### src/rtl/multi_cycle_ctrl.sv
// Multi-cycle CPU control FSM (IF/ID/EX/MEM/WB) with a shared mem_ack handshake and an ack timeout.
// Optional single-step mode: define MULTI_CYCLE_CTRL_STEP_EN to add the step/halted ports and the HALT state.
module multi_cycle_ctrl #(
  parameter int unsigned ACK_TIMEOUT = 15,
  parameter int unsigned TO_W        = 4
) (
  input  logic        clk,
  input  logic        resetn,
`ifdef MULTI_CYCLE_CTRL_STEP_EN
  input  logic        step,
`endif
  input  logic        dec_valid,
  input  logic        dec_load,
  input  logic        dec_store,
  input  logic        dec_wb,
  input  logic        mem_ack,
  output logic        imem_req,
  output logic        dmem_req,
  output logic        dmem_we,
  output logic        ir_wen,
  output logic        pc_wen,
  output logic        rf_wen,
  output logic [2:0]  stage,
  output logic [31:0] instr_cnt,
  output logic        err,
  output logic        busy
`ifdef MULTI_CYCLE_CTRL_STEP_EN
  ,
  output logic        halted
`endif
);

  typedef enum logic [2:0] {
    S_IF   = 3'd0,
    S_ID   = 3'd1,
    S_EX   = 3'd2,
    S_MEM  = 3'd3,
    S_WB   = 3'd4,
    S_ERR  = 3'd5,
    S_HALT = 3'd6
  } state_t;

  localparam logic [TO_W-1:0] TO_MAX = TO_W'(ACK_TIMEOUT);
  localparam bit              TO_EN  = (ACK_TIMEOUT != 0);

  state_t          state_q, state_d;
  logic [TO_W-1:0] wait_q, wait_d;
  logic [31:0]     instr_cnt_q, instr_cnt_d;
  logic            err_q;
  logic            retire_s;
  logic            imem_req_s, dmem_req_s, dmem_we_s, ir_wen_s, pc_wen_s, rf_wen_s;

  // State, wait counter, retire counter and sticky error register
  always_ff @(posedge clk) begin
    if (!resetn) begin
      state_q     <= S_IF;
      wait_q      <= '0;
      instr_cnt_q <= 32'd0;
      err_q       <= 1'b0;
    end else begin
      state_q     <= state_d;
      wait_q      <= wait_d;
      instr_cnt_q <= instr_cnt_d;
      err_q       <= (state_d == S_ERR);
    end
  end

  // Next-state, wait-counter and enable decode
  always_comb begin
    state_d     = state_q;
    wait_d      = wait_q;
    retire_s    = 1'b0;
    imem_req_s  = 1'b0;
    dmem_req_s  = 1'b0;
    dmem_we_s   = 1'b0;
    ir_wen_s    = 1'b0;
    pc_wen_s    = 1'b0;
    rf_wen_s    = 1'b0;
    instr_cnt_d = instr_cnt_q;

    case (state_q)
      S_IF: begin
        imem_req_s = 1'b1;
        if (mem_ack) begin
          ir_wen_s = 1'b1;
          state_d  = S_ID;
        end else if (TO_EN && (wait_q == TO_MAX)) begin
          state_d = S_ERR;
        end else if (wait_q != TO_MAX) begin
          wait_d = wait_q + TO_W'(1);
        end else begin
          wait_d = wait_q;
        end
      end
      S_ID: begin
        if (dec_valid) begin
          state_d = S_EX;
        end else begin
          state_d = S_ERR;
        end
      end
      S_EX: begin
        // A set store flag wins over load, so both-set is handled as a store in MEM.
        if (dec_load || dec_store) begin
          state_d = S_MEM;
          wait_d  = '0;
        end else if (dec_wb) begin
          state_d = S_WB;
        end else begin
          retire_s = 1'b1;
        end
      end
      S_MEM: begin
        dmem_req_s = 1'b1;
        dmem_we_s  = dec_store;
        if (mem_ack) begin
          if (dec_store) begin
            retire_s = 1'b1;
          end else begin
            state_d = S_WB;
          end
        end else if (TO_EN && (wait_q == TO_MAX)) begin
          state_d = S_ERR;
        end else if (wait_q != TO_MAX) begin
          wait_d = wait_q + TO_W'(1);
        end else begin
          wait_d = wait_q;
        end
      end
      S_WB: begin
        rf_wen_s = 1'b1;
        retire_s = 1'b1;
      end
      S_ERR: begin
        state_d = S_ERR;
      end
`ifdef MULTI_CYCLE_CTRL_STEP_EN
      S_HALT: begin
        if (step) begin
          state_d = S_IF;
          wait_d  = '0;
        end else begin
          state_d = S_HALT;
        end
      end
`endif
      default: begin
        state_d = S_ERR;
      end
    endcase

    if (retire_s) begin
      pc_wen_s    = 1'b1;
      instr_cnt_d = instr_cnt_q + 32'd1;
      wait_d      = '0;
`ifdef MULTI_CYCLE_CTRL_STEP_EN
      state_d     = S_HALT;
`else
      state_d     = S_IF;
`endif
    end else begin
      instr_cnt_d = instr_cnt_q;
    end
  end

  // The reset cycle must not leak any enable, including the Mealy ir_wen.
  assign imem_req  = resetn & imem_req_s;
  assign dmem_req  = resetn & dmem_req_s;
  assign dmem_we   = resetn & dmem_we_s;
  assign ir_wen    = resetn & ir_wen_s;
  assign pc_wen    = resetn & pc_wen_s;
  assign rf_wen    = resetn & rf_wen_s;
  assign stage     = state_q;
  assign instr_cnt = instr_cnt_q;
  assign err       = err_q;
  assign busy      = (state_q != S_ERR) && (state_q != S_HALT);
`ifdef MULTI_CYCLE_CTRL_STEP_EN
  assign halted    = (state_q == S_HALT);
`endif

endmodule
### config.mk
export PLATFORM = sky130hd
export DESIGN_NAME = multi_cycle_ctrl
export DESIGN_NICKNAME = d
export VERILOG_FILES = /design/src/rtl/multi_cycle_ctrl.sv
export SDC_FILE = /design/constraint.sdc
export NUM_CORES = 1
export LEC_CHECK = 0
export CAP_MARGIN = 15
export CORE_AREA = 2 2 88 90
export CTS_CLUSTER_DIAMETER = 40
export CTS_CLUSTER_SIZE = 24
export DETAILED_ROUTE_END_ITERATION = 12
export DIE_AREA = 0 0 90 92
export PLACE_DENSITY = 0.53
export SLEW_MARGIN = 20
export SYNTH_ARGS = -nofsm -noshare
export SYNTH_HDL_FRONTEND = slang
export SYNTH_SLANG_ARGS = --single-unit
### constraint.sdc
create_clock -name clk -period 5.85 [get_ports clk]
set_input_delay 1.17 -clock clk [delete_from_list [all_inputs] [get_ports clk]]
set_output_delay 1.17 -clock clk [all_outputs]
set_load 0.02 [all_outputs]
==> impl_results.md <==
- RSZ-0062 raised after global routing: false
- Clk_lat worst skew: just under 300 ps
- Rel. slew slack: between 30% and 40%
- R2r setup slk: 3080 ps
- Critical-path maximum fanout: 32
- Reg2reg end: instr_cnt[25]$_SDFFE_PN0N_
- Sink Count: 40
- Tot Pwr: 618.4 µW
- Worst path bufs/invs: 3
- Fill cells: 803
- DRC violations left: 0
- Overflow after GRT: 0
- Register area: 800.8 µm²
- IR drop worst, VDD: 0.06869 mV
- Antenna Nets Post-Route: 0
- Worst-margin pin slew: 980.6 ps
- Most common cell after layout, fill and taps aside: clkdlybuf4s50_1
- Leak Pwr: between 0.0008 and 0.0009 µW
- Post-DP Area: 2724 µm²
- Tmin final: ~4400 ps
- Initial antenna violation count: 0
- Met2 usage: 21.43%
- Fin Setup TNS: 0 ps
- Clock tree buffer depth: 2
- Setup crit end kind: output pin
- Initial Util: 28.90%
- Initial DRC count: 109
- Core Region: around 7400 µm²
- Final Cycle Share: 74.40%
- Share of layout cells above drive strength 1: 6.376%
- Die area: 8280 µm²
- Dpl hpwl: 3.807 mm
- Top delay family on crit path: buffers and inverters
- Post-synth top area share: 37.21%
- Worst path arrival time: 3180 ps
- Max-slew violation total from the final report: 0
- Reg-to-reg startpoint: stage[1]$_SDFF_PN0_
- Pre-CTS setup slack: ~1400 ps
- Gpl congestion: 0.8166
- Clock skew: 6.027 ps
- Chip width: 90 µm
- Post-Synthesis Cells: 253
- Number of diodes: 0
- First-pass GRT wire length: around 9.1 mm
- Seq/Total Area, Yosys: 37.21%
- CP Depth: 4
- Final hold violation count: 0
- FF+latch count, synth: 40
- CP Launch Type: primary input
- Post-CTS setup buffer count: 0
- CP Launch Point: resetn
- Psw: 176.9 µW
- Gr busiest metal: met2
- Area delta synth->final: 31.05%
- CTS clock-pin slew for the worst setup and hold paths: 80 ps
- Yosys synthesis warning count: 0
- Power share of the clock group: between 30% and 40%
- Fin nets: 307
- I/O pin cnt: 50
- Final worst slack: about 1500 ps
- Commonest register cell after synthesis: dfxtp_1
- Area contributors post-synth: dfxtp_1 37%, xnor2_1 8.5%, nor2_1 5.8%
- Total CTS buffers: 5
- Post-synth EDFFs: 0
- Setup Crit Path Kind: primary input to output pin
- Largest net degree at the start of global routing: 33
- Met1 Use GR: a little under a fifth
- Die height: around 92 µm
- Combinational power share: 19.0%
- Final wirelength: 5.391 mm
- Pre-antenna DRT Iters: 4
- Area of the mapped netlist: 2152 µm²
- FMAX: 229.8 MHz
- Rows: 32
- R2R cell count: 5
- End point of the critical path: pc_wen
- Synth async-reset ratio: 0%
- Wirelength per Cell: 13.48 µm
- Met3 global-route usage: 2.958%
- Yosys top cell by area: dfxtp_1
- Register share of total power: 49.2%
- Via Count: about 2000
- Power Dens Cells: 219.3 nW/µm²
- Post-CTS Hold Buffers: 0
- H-Tree Depth: 2
- Critical path's most frequent cell: clkdlybuf4s50_1
- HP Class: register to register
- Worst-path cell chain: clkdlybuf4s50_1 > inv_1 > nor2_1 > clkdlybuf4s50_1
- Synthesized Nets: between 200 and 300
- Clk Tree Root Cell: clkbuf_8
- Vias in the first global route: 1859
- Max stage delay cell, worst path: inv_1
- Outcome: finished, final reports clean
- Final setup viols: 0
- Number of max-cap violations: 0
- Internal power: 441.5 µW
- CTS tree: yes
- Final instance area: 2820 µm²
- GRT Total Usage: 13.43%
- Vias per Instance: 4.905
- Min Hold Slack: slightly above 500 ps
- Port Buffers: 49
- Commonest non-fill, non-tap cells in the layout: 49 x clkdlybuf4s50_1, 40 x dfxtp_1, 33 x nor2_1
- Syn_area_per_cell: 8.506 µm²
- Multi-input logic area: 1275 µm²
- Max incr delay on CP: 770 ps
- Resize count post-CTS: 0
- Count of cell types in the netlist: 44
- Worst EP required: 4680 ps
- Net Sw Frac: 28.61%
-- stage by stage --
step	util [%]	cells
after CTS	37.87	400
after detailed placement	36.58	393
after global placement	36.58	393
final	37.87	400
after global routing	37.87	400
after floorplan	-	253
-- kinds of logic after synthesis --
kind of cell / Yosys count / synth area share [%]
simple gates: 107 / 26.63
compound gates: 61 / 21.22
flops: 40 / 37.21
xor+xnor: 24 / 9.768
buf+inv: 18 / 3.546
fa+ha+maj: 2 / 1.163
mux: 1 / 0.4651
-- state kept, by name (all words and copies together) (netlist names) --
name and flops:
err 1, wait_q 4, stage 3, instr_cnt 32
-- layout make-up --
type / count / area share, %
clock buffer: 7 / 3.416
inverter: 6 / 0.7986
multi-input combinational: 195 / 45.21
sequential: 40 / 28.39
tap: 102 / 4.525
timing repair buffer: 50 / 17.66
-- power groups by stage --
stage / combinational, µW / clock [µW] / sequential, µW
2_1_floorplan: 78.4 / 0 / 307
3_3_place_gp: 119 / 0 / 311
3_5_place_dp: 118 / 0 / 310
4_1_cts: 119 / 205 / 304
5_1_grt: 130 / 216 / 307
6_report: 118 / 196 / 305
-- worst register-to-register path: stages, from the launching register on --
cell and delay, ps:
dfxtp_1 580, or3b_4 460, or4_1 760, a2111oi_1 590, xnor2_1 180, nor2_1 60
-- how the worst min path moves through the flow --
stage	depth (start not counted)	slack (ps)	startpoint	to
final	2	510	instr_cnt[23]$_SDFFE_PN0N_	instr_cnt[23]$_SDFFE_PN0N_
after global routing	2	520	instr_cnt[23]$_SDFFE_PN0N_	instr_cnt[23]$_SDFFE_PN0N_
after CTS	2	510	instr_cnt[19]$_SDFFE_PN0N_	instr_cnt[19]$_SDFFE_PN0N_
after detailed placement	2	490	instr_cnt[19]$_SDFFE_PN0N_	instr_cnt[19]$_SDFFE_PN0N_
after global placement	2	480	instr_cnt[19]$_SDFFE_PN0N_	instr_cnt[19]$_SDFFE_PN0N_
after floorplan	2	470	wait_q[1]$_SDFFE_PP0P_	wait_q[1]$_SDFFE_PP0P_
-- routing by layer --
| metal | vias up | part of all wire [%] |
|---|---|---|
| li1 | 1020 | - |
| met1 | 891 | 50 |
| met2 | 45 | 44 |
| met3 | 6 | 4.7 |
| met4 | 0 | 1.3 |
| met5 | - | 0 |
-- synth_stat cells, types with 3 or more instances --
cell       count
xor2_1         3
and4_1         4
xnor2_1       21
clkbuf_1      10
or3_1          9
nor3_1         3
and2_1         6
a21oi_1       19
inv_1          6
and3_1         4
nor2_1        33
o2111ai_1      3
a2111oi_2      7
nand3_1       10
or4_1          5
o21ai_0       12
nand4_1        7
dfxtp_1       40
a211oi_1       3
nand2_1       15
a2111oi_1      4
(Power assumes the default switching activity.)
